## config.mk

```make
export PLATFORM = sky130hd
export DESIGN_NAME = alsu_req_sequencer
export DESIGN_NICKNAME = d
export VERILOG_FILES = /design/src/rtl/alsu_seq_pkg.sv /design/src/rtl/alsu_rr_arbiter.sv /design/src/rtl/alsu_req_sequencer.sv
export SDC_FILE = /design/constraint.sdc
export NUM_CORES = 1
export LEC_CHECK = 0
export ABC_AREA = 1
export ABC_CLOCK_PERIOD_IN_PS = 1910
export BUFFER_PORTS_ARGS = -buffer_cell sky130_fd_sc_hd__buf_2
export CAP_MARGIN = 5
export CELL_PAD_IN_SITES_DETAIL_PLACEMENT = 1
export CELL_PAD_IN_SITES_GLOBAL_PLACEMENT = 2
export CORE_ASPECT_RATIO = 1.2
export CORE_MARGIN = 2
export CORE_UTILIZATION = 22
export DETAILED_ROUTE_END_ITERATION = 7
export HOLD_SLACK_MARGIN = 0.06
export PLACE_DENSITY_LB_ADDON = 0.1
export SYNTH_ARGS = -nofsm -noshare
export SYNTH_HDL_FRONTEND = slang
export SYNTH_SLANG_ARGS = --single-unit
```

## constraint.sdc

```tcl
create_clock -name clk -period 1.91 [get_ports clk]
set_input_delay 0.2865 -clock clk [delete_from_list [all_inputs] [get_ports clk]]
set_output_delay 0.2865 -clock clk [all_outputs]
set_load 0.01 [all_outputs]
```

## src/rtl/alsu_seq_pkg.sv

```systemverilog
// alsu_seq_pkg
// Shared definitions for the alsu request sequencer:
//   - CMD_W and the bit offsets of every field in the packed 18-bit command
//   - alsu_cmd_t, the unpacked form of a command as it is driven onto the alsu
//   - state_e, the sequencer FSM encoding
//   - IDLE_CMD, the value the alsu bus carries whenever no command is held
//   - the opcodes the alsu cannot execute without a bypass
package alsu_seq_pkg;

  localparam int CMD_W = 18;

  // Packed command layout, MSB first:
  // {opcode[2:0], a[2:0], b[2:0], cin, serial_in, red_op_a, red_op_b,
  //  bypass_a, bypass_b, direction, 2'b00 reserved}
  localparam int OPC_LSB    = 15;
  localparam int A_LSB      = 12;
  localparam int B_LSB      = 9;
  localparam int CIN_BIT    = 8;
  localparam int SERIAL_BIT = 7;
  localparam int RED_A_BIT  = 6;
  localparam int RED_B_BIT  = 5;
  localparam int BYP_A_BIT  = 4;
  localparam int BYP_B_BIT  = 3;
  localparam int DIR_BIT    = 2;

  typedef struct packed {
    logic [2:0] opcode;
    logic [2:0] a;
    logic [2:0] b;
    logic       cin;
    logic       serial_in;
    logic       red_op_a;
    logic       red_op_b;
    logic       bypass_a;
    logic       bypass_b;
    logic       direction;
  } alsu_cmd_t;

  typedef enum logic [1:0] {
    ST_IDLE,
    ST_ISSUE,
    ST_SAMPLE,
    ST_RESP
  } state_e;

  localparam alsu_cmd_t IDLE_CMD = '0;

  localparam logic [2:0] OPC_ILLEGAL_6 = 3'd6;
  localparam logic [2:0] OPC_ILLEGAL_7 = 3'd7;

  // Reserved bits [1:0] are deliberately dropped here.
  function automatic alsu_cmd_t unpack_cmd(input logic [CMD_W-1:0] raw);
    alsu_cmd_t c;
    c.opcode    = raw[OPC_LSB +: 3];
    c.a         = raw[A_LSB +: 3];
    c.b         = raw[B_LSB +: 3];
    c.cin       = raw[CIN_BIT];
    c.serial_in = raw[SERIAL_BIT];
    c.red_op_a  = raw[RED_A_BIT];
    c.red_op_b  = raw[RED_B_BIT];
    c.bypass_a  = raw[BYP_A_BIT];
    c.bypass_b  = raw[BYP_B_BIT];
    c.direction = raw[DIR_BIT];
    return c;
  endfunction

  // Opcodes 6/7 only make sense when a bypass forwards an operand.
  function automatic logic is_illegal(input alsu_cmd_t c);
    return ((c.opcode == OPC_ILLEGAL_6) || (c.opcode == OPC_ILLEGAL_7)) &&
           !c.bypass_a && !c.bypass_b;
  endfunction

endpackage

```

## src/rtl/alsu_rr_arbiter.sv

```systemverilog
// alsu_rr_arbiter
// Two-input arbiter producing a one-hot grant.
//   clk_i    : clock, rising edge
//   rst_ni   : asynchronous active-low reset (pointer returns to requester 0)
//   valid_i  : request valids, bit N = requester N
//   accept_i : the granted request was taken this cycle
//   grant_o  : one-hot grant (all zero when nothing is valid)
// With RR_EN=1 the pointer alternates after each accepted grant; with RR_EN=0
// requester 0 always wins a tie.
module alsu_rr_arbiter #(
  parameter bit RR_EN = 1'b1
) (
  input  logic       clk_i,
  input  logic       rst_ni,
  input  logic [1:0] valid_i,
  input  logic       accept_i,
  output logic [1:0] grant_o
);

  // ptr_q = 0 favours requester 0 on a tie, 1 favours requester 1.
  logic ptr_q;
  logic ptr_d;

  // A lone valid wins regardless of the pointer; the pointer only breaks ties.
  always_comb begin
    grant_o = valid_i;
    if (valid_i == 2'b11) begin
      if (RR_EN && ptr_q) begin
        grant_o = 2'b10;
      end else begin
        grant_o = 2'b01;
      end
    end
  end

  // After a grant is taken the other requester becomes favoured.
  always_comb begin
    ptr_d = ptr_q;
    if (RR_EN && accept_i) begin
      ptr_d = grant_o[0];
    end
  end

  always_ff @(posedge clk_i or negedge rst_ni) begin
    if (!rst_ni) begin
      ptr_q <= 1'b0;
    end else begin
      ptr_q <= ptr_d;
    end
  end

endmodule

```

## src/rtl/alsu_req_sequencer.sv

```systemverilog
// alsu_req_sequencer
// Shares one alsu between two requesters. One command is in flight at a time:
// it is accepted in IDLE, held on the alsu bus through ISSUE (ALSU_LATENCY
// cycles) and SAMPLE (1 cycle), and the alsu result is returned in RESP on the
// winning requester's response channel until that requester takes it.
// Commands using opcode 6/7 without a bypass skip the datapath entirely and
// respond with err=1 one cycle after acceptance.
// Ports:
//   clk, rst                  : clock (rising edge), asynchronous active-low reset
//   reqN_valid/ready/cmd      : command channel of requester N (18-bit packed cmd)
//   rspN_valid/ready/data/err : response channel of requester N
//   alsu_*                    : alsu operand/control bus, and alsu_out/alsu_leds back
//   busy                      : high whenever the FSM is not in IDLE
module alsu_req_sequencer
  import alsu_seq_pkg::*;
#(
  parameter int unsigned ALSU_LATENCY = 2,
  parameter bit          RR_EN        = 1'b1
) (
  input  logic             clk,
  input  logic             rst,
  input  logic             req0_valid,
  output logic             req0_ready,
  input  logic [CMD_W-1:0] req0_cmd,
  output logic             rsp0_valid,
  input  logic             rsp0_ready,
  output logic [5:0]       rsp0_data,
  output logic             rsp0_err,
  input  logic             req1_valid,
  output logic             req1_ready,
  input  logic [CMD_W-1:0] req1_cmd,
  output logic             rsp1_valid,
  input  logic             rsp1_ready,
  output logic [5:0]       rsp1_data,
  output logic             rsp1_err,
  output logic [2:0]       alsu_a,
  output logic [2:0]       alsu_b,
  output logic [2:0]       alsu_opcode,
  output logic             alsu_cin,
  output logic             alsu_serial_in,
  output logic             alsu_red_op_a,
  output logic             alsu_red_op_b,
  output logic             alsu_bypass_a,
  output logic             alsu_bypass_b,
  output logic             alsu_direction,
  input  logic [5:0]       alsu_out,
  input  logic [15:0]      alsu_leds,
  output logic             busy
);

  localparam int unsigned CNT_W = (ALSU_LATENCY > 1) ? $clog2(ALSU_LATENCY) : 1;
  localparam logic [CNT_W-1:0] LAT_LAST = CNT_W'(ALSU_LATENCY - 1);

  state_e           state_q, state_d;
  alsu_cmd_t        cmd_q, cmd_d;
  logic             owner_q, owner_d;
  logic [CNT_W-1:0] latCnt_q, latCnt_d;
  logic [5:0]       rspData_q, rspData_d;
  logic             rspErr_q, rspErr_d;

  logic [1:0] grant;
  logic [1:0] reqReady;
  logic       idleOpen;
  logic       accept;
  alsu_cmd_t  selCmd;
  alsu_cmd_t  busCmd;
  logic       ownerRspReady;
  logic       inResp;

  alsu_rr_arbiter #(
    .RR_EN(RR_EN)
  ) u_arb (
    .clk_i   (clk),
    .rst_ni  (rst),
    .valid_i ({req1_valid, req0_valid}),
    .accept_i(accept),
    .grant_o (grant)
  );

  // rst is folded in so that ready stays low while reset is held, even though
  // the state register already sits in IDLE.
  assign idleOpen   = (state_q == ST_IDLE) && rst;
  assign reqReady   = grant & {2{idleOpen}};
  assign accept     = |reqReady;
  assign req0_ready = reqReady[0];
  assign req1_ready = reqReady[1];

  assign selCmd        = unpack_cmd(grant[1] ? req1_cmd : req0_cmd);
  assign ownerRspReady = owner_q ? rsp1_ready : rsp0_ready;

  // Next-state logic. latCnt counts down the ISSUE cycles so the alsu sees
  // the command for exactly ALSU_LATENCY edges before SAMPLE captures out/leds.
  always_comb begin
    state_d   = state_q;
    cmd_d     = cmd_q;
    owner_d   = owner_q;
    latCnt_d  = latCnt_q;
    rspData_d = rspData_q;
    rspErr_d  = rspErr_q;
    unique case (state_q)
      ST_IDLE: begin
        if (accept) begin
          cmd_d   = selCmd;
          owner_d = grant[1];
          if (is_illegal(selCmd)) begin
            state_d   = ST_RESP;
            rspData_d = '0;
            rspErr_d  = 1'b1;
          end else begin
            state_d  = ST_ISSUE;
            latCnt_d = LAT_LAST;
          end
        end
      end
      ST_ISSUE: begin
        if (latCnt_q == '0) begin
          state_d = ST_SAMPLE;
        end else begin
          latCnt_d = latCnt_q - CNT_W'(1);
        end
      end
      ST_SAMPLE: begin
        state_d   = ST_RESP;
        rspData_d = alsu_out;
        rspErr_d  = |alsu_leds;
      end
      ST_RESP: begin
        if (ownerRspReady) begin
          state_d = ST_IDLE;
        end
      end
      default: begin
        state_d = ST_IDLE;
      end
    endcase
  end

  // Reset drops any in-flight command; nothing about it survives release.
  always_ff @(posedge clk or negedge rst) begin
    if (!rst) begin
      state_q   <= ST_IDLE;
      cmd_q     <= IDLE_CMD;
      owner_q   <= 1'b0;
      latCnt_q  <= '0;
      rspData_q <= '0;
      rspErr_q  <= 1'b0;
    end else begin
      state_q   <= state_d;
      cmd_q     <= cmd_d;
      owner_q   <= owner_d;
      latCnt_q  <= latCnt_d;
      rspData_q <= rspData_d;
      rspErr_q  <= rspErr_d;
    end
  end

  // The alsu only sees a real command while it is being executed; rejected
  // commands never reach it because they jump from IDLE directly to RESP.
  assign busCmd = ((state_q == ST_ISSUE) || (state_q == ST_SAMPLE)) ? cmd_q : IDLE_CMD;

  assign alsu_opcode    = busCmd.opcode;
  assign alsu_a         = busCmd.a;
  assign alsu_b         = busCmd.b;
  assign alsu_cin       = busCmd.cin;
  assign alsu_serial_in = busCmd.serial_in;
  assign alsu_red_op_a  = busCmd.red_op_a;
  assign alsu_red_op_b  = busCmd.red_op_b;
  assign alsu_bypass_a  = busCmd.bypass_a;
  assign alsu_bypass_b  = busCmd.bypass_b;
  assign alsu_direction = busCmd.direction;

  // Only the owner's channel shows the response; the other stays quiet.
  assign inResp     = (state_q == ST_RESP);
  assign rsp0_valid = inResp && !owner_q;
  assign rsp1_valid = inResp && owner_q;
  assign rsp0_data  = rsp0_valid ? rspData_q : '0;
  assign rsp0_err   = rsp0_valid && rspErr_q;
  assign rsp1_data  = rsp1_valid ? rspData_q : '0;
  assign rsp1_err   = rsp1_valid && rspErr_q;

  assign busy = (state_q != ST_IDLE);

endmodule
```

==> impl_metrics.env <==
export IMPL_post_route_period_util_pct=93.7
export IMPL_worstPathRequired_ns=1.62
export IMPL_synth_ff_type="dfrtp_1"
export IMPL_grt_pass1_wl_mm=9.50
export IMPL_ir_drop_mv=0.363
export IMPL_rr_worst_depth=10
export IMPL_h_tree_depth=1
export IMPL_end_kind="output pin"
export IMPL_cp_depth=6
export IMPL_syn_area_mm2=0.00182
export IMPL_dieArea_mm2=0.00904
export IMPL_rsz0062_at_grt="false"
export IMPL_synth_seq_area_share_pct=38.4
export IMPL_worstPathArrival_ns=1.50
export IMPL_yosysTopAreaCell="dfrtp_1"
export IMPL_clock_path_buffers=2
export IMPL_r2r_end="rspErr_q"
export IMPL_path_class="reg2out"
export IMPL_grt_ovfl_total=0
export IMPL_r2r_start="u_arb.ptr_q"
export IMPL_ios=99
export IMPL_place_inst=462
export IMPL_synth_edff_count=0
export IMPL_slowest_delay_ns=0.39
export IMPL_path_max_fanout=16
export IMPL_synth_nets=345
export IMPL_grtUsageTotal_pct=13.1
export IMPL_numCtsBuffers=3
export IMPL_synth_top_area_share_pct=38.4
export IMPL_maxSlewViolCount=0
export IMPL_core_mm2=0.00811
export IMPL_finClkSkew_ns=0.00200
export IMPL_post_drt_via_cell_ratio=4.28
export IMPL_relSlewSlack_pct=74.5
export IMPL_fin_nets=444
export IMPL_crit_path_end="alsu_opcode[0]"
export IMPL_dieWidth_um=87.1
export IMPL_firstDrtPassIters=4
export IMPL_path_delay_family="buffers and inverters"
export IMPL_leakagePower_uw=0.00156
export IMPL_worstSetupStartpointType="register"
export IMPL_grt_pass1_vias=2000
export IMPL_cp_cell_sequence="inv_2, ha_1, buf_8, nand2_1, inv_1, buf_2"
export IMPL_drv_cap=0
export IMPL_reg2reg_slack_ns=0.23
export IMPL_synth_top_cells_by_area="dfrtp_1 38%, nand2_1 16%, nand3_1 9.1%"
export IMPL_hp_class="in2reg"
export IMPL_layout_drive_gt1_share_pct=32.4
export IMPL_holdWs_ns=0.259
export IMPL_yosys_top_cells_count="78 x nand2_1, 43 x inv_1, 37 x nor2_1, 33 x nand3_1, 28 x dfrtp_1"
export IMPL_antenna_found_initial=0
export IMPL_antenna_cells=0
export IMPL_syn_inst=276
export IMPL_num_fill_cells=1066
export IMPL_finalHoldViolCount=0
export IMPL_worstSetupStartpoint="state_q[1]"
export IMPL_die_height_um=104
export IMPL_synth_most_common_cell="nand2_1"
export IMPL_avgRoutedWirePerCell_um=12.2
export IMPL_initialDrtViolationCount=44
export IMPL_crit_path_top_delay_cell="dfrtp_1"
export IMPL_fin_crit_ns=1.79
export IMPL_fin_util_pct=31.2
export IMPL_ys_types=21
export IMPL_cts_sinks=28
export IMPL_crit_buf_inv=4
export IMPL_drt_total_wl_mm=5.73
export IMPL_fp_row_count=36
export IMPL_syn_avg_cell_area_um2=6.61
export IMPL_max_freq_ghz=0.559
export IMPL_async_flop_share_pct=100
export IMPL_drcViolationCount=0
export IMPL_setup_viol=0
export IMPL_clk_latency_ns=0.27
export IMPL_status="completed"
export IMPL_start_util_pct=22.5
export IMPL_cts_root_buf="clkbuf_8"
export IMPL_port_buffers=94
export IMPL_syn_to_final_growth_pct=38.5
export IMPL_ant_nets=0
export IMPL_clk_pin_slew_ns=0.10
export IMPL_cts_tree="yes"
export IMPL_grt_max_degree=29
export IMPL_tightest_slew_ns=0.383
export IMPL_powerDensity_mw_per_mm2=1340
export IMPL_vias=2006
export IMPL_fin_setup_tns_ns=0
export IMPL_gp_congestion=0.673
export IMPL_final_cells=469
export IMPL_power_uw=3390
export IMPL_yosys_register_bits=28
export IMPL_yosysWarnings=0
export IMPL_dp_hpwl_mm=4.67
[kinds of logic after synthesis]
logic type                 after synthesis  share of synthesized area, %
AOI/OAI and AO/OA                       22                          6.79
adders and majority gates                5                          3.43
buffers and inverters                   59                          13.0
DFF                                     28                          38.4
muxes                                    1                         0.549
and+or+nand+nor                        161                          37.9
[sequential cells by signal, summed over array words and instances, names as in the netlist]
register / cells
state_q: 2
cmd_q: 16
rspData_q: 6
latCnt_q: 1
owner_q: 1
rspErr_q: 1
u_arb.ptr_q: 1
[worst reg2reg max path: cells and delay by family, from the launching register on]
| kind | cells | cell delay, ns |
|---|---|---|
| flops | 1 | 0.41 |
| buf+inv | 1 | 0.07 |
| simple gates | 9 | 1.11 |
[per-layer routing]
layer	wire, um	GRT usage, %	vias up
li1	-	-	1051
met1	2550	17.0	901
met2	2860	22.5	52
met3	280	2.15	2
met4	36	2.97	0
met5	0	0	-
[what timing repair did]
action	in CTS	in global routing
endpoints found under the setup margin	0	29
buffers inserted	0	2
hold buffers	1	0
hold endpoints to repair	28	0
resized for setup	0	7
[final cells by class]
cell class / instances / area, um^2 / share of cell area (%)
tap: 95 / 119 / 4.71
timing repair buffer: 106 / 571 / 22.6
multi-input combinational: 189 / 902 / 35.7
inverter: 47 / 179 / 7.08
sequential: 28 / 701 / 27.7
clock buffer: 4 / 55.1 / 2.18
[layout by cell type, fill, tap and decap left out, types with 2 or more instances in the layout]
master,synthesis,final
buf_2,3,94
nor4_1,2,2
nor2_1,37,37
buf_4,1,10
nand3_1,33,32
o21ai_1,2,2
inv_1,43,42
inv_2,4,4
nand3_2,2,3
nand3b_1,4,4
dfrtp_1,28,28
nand2_2,4,2
nand2_4,0,2
ha_1,5,5
clkbuf_8,0,4
nand2_1,78,78
o21ai_0,9,9
a31oi_1,11,11
[power by group]
part	internal [uW]	total [uW]	switching (uW)
Combinational	792	2040	1240
Clock	185	372	188
Sequential	855	984	129
Total	1830	3390	1560
[worst min path at each step]
stage                 startpoint           to  slack, ns  cells after the start
floorplan                    rst     cmd_q[0]     -0.009                      0
global placement             rst     cmd_q[1]       0.37                      2
detailed placement           rst  u_arb.ptr_q       0.36                      2
CTS                 req0_cmd[12]    cmd_q[10]       0.25                      3
global route         req0_cmd[5]     cmd_q[3]       0.25                      3
finish              req0_cmd[12]    cmd_q[10]       0.26                      3
[through the flow]
stage	setup WS, ns	instance area [um^2]
after global placement	0.107	2420
after global routing	0.00779	2530
after detailed placement	0.0733	2420
after CTS	0.0124	2490
final	0.121	2530
after floorplan	0.268	1820
No activity file was read; power rests on OpenSTA's default activity.
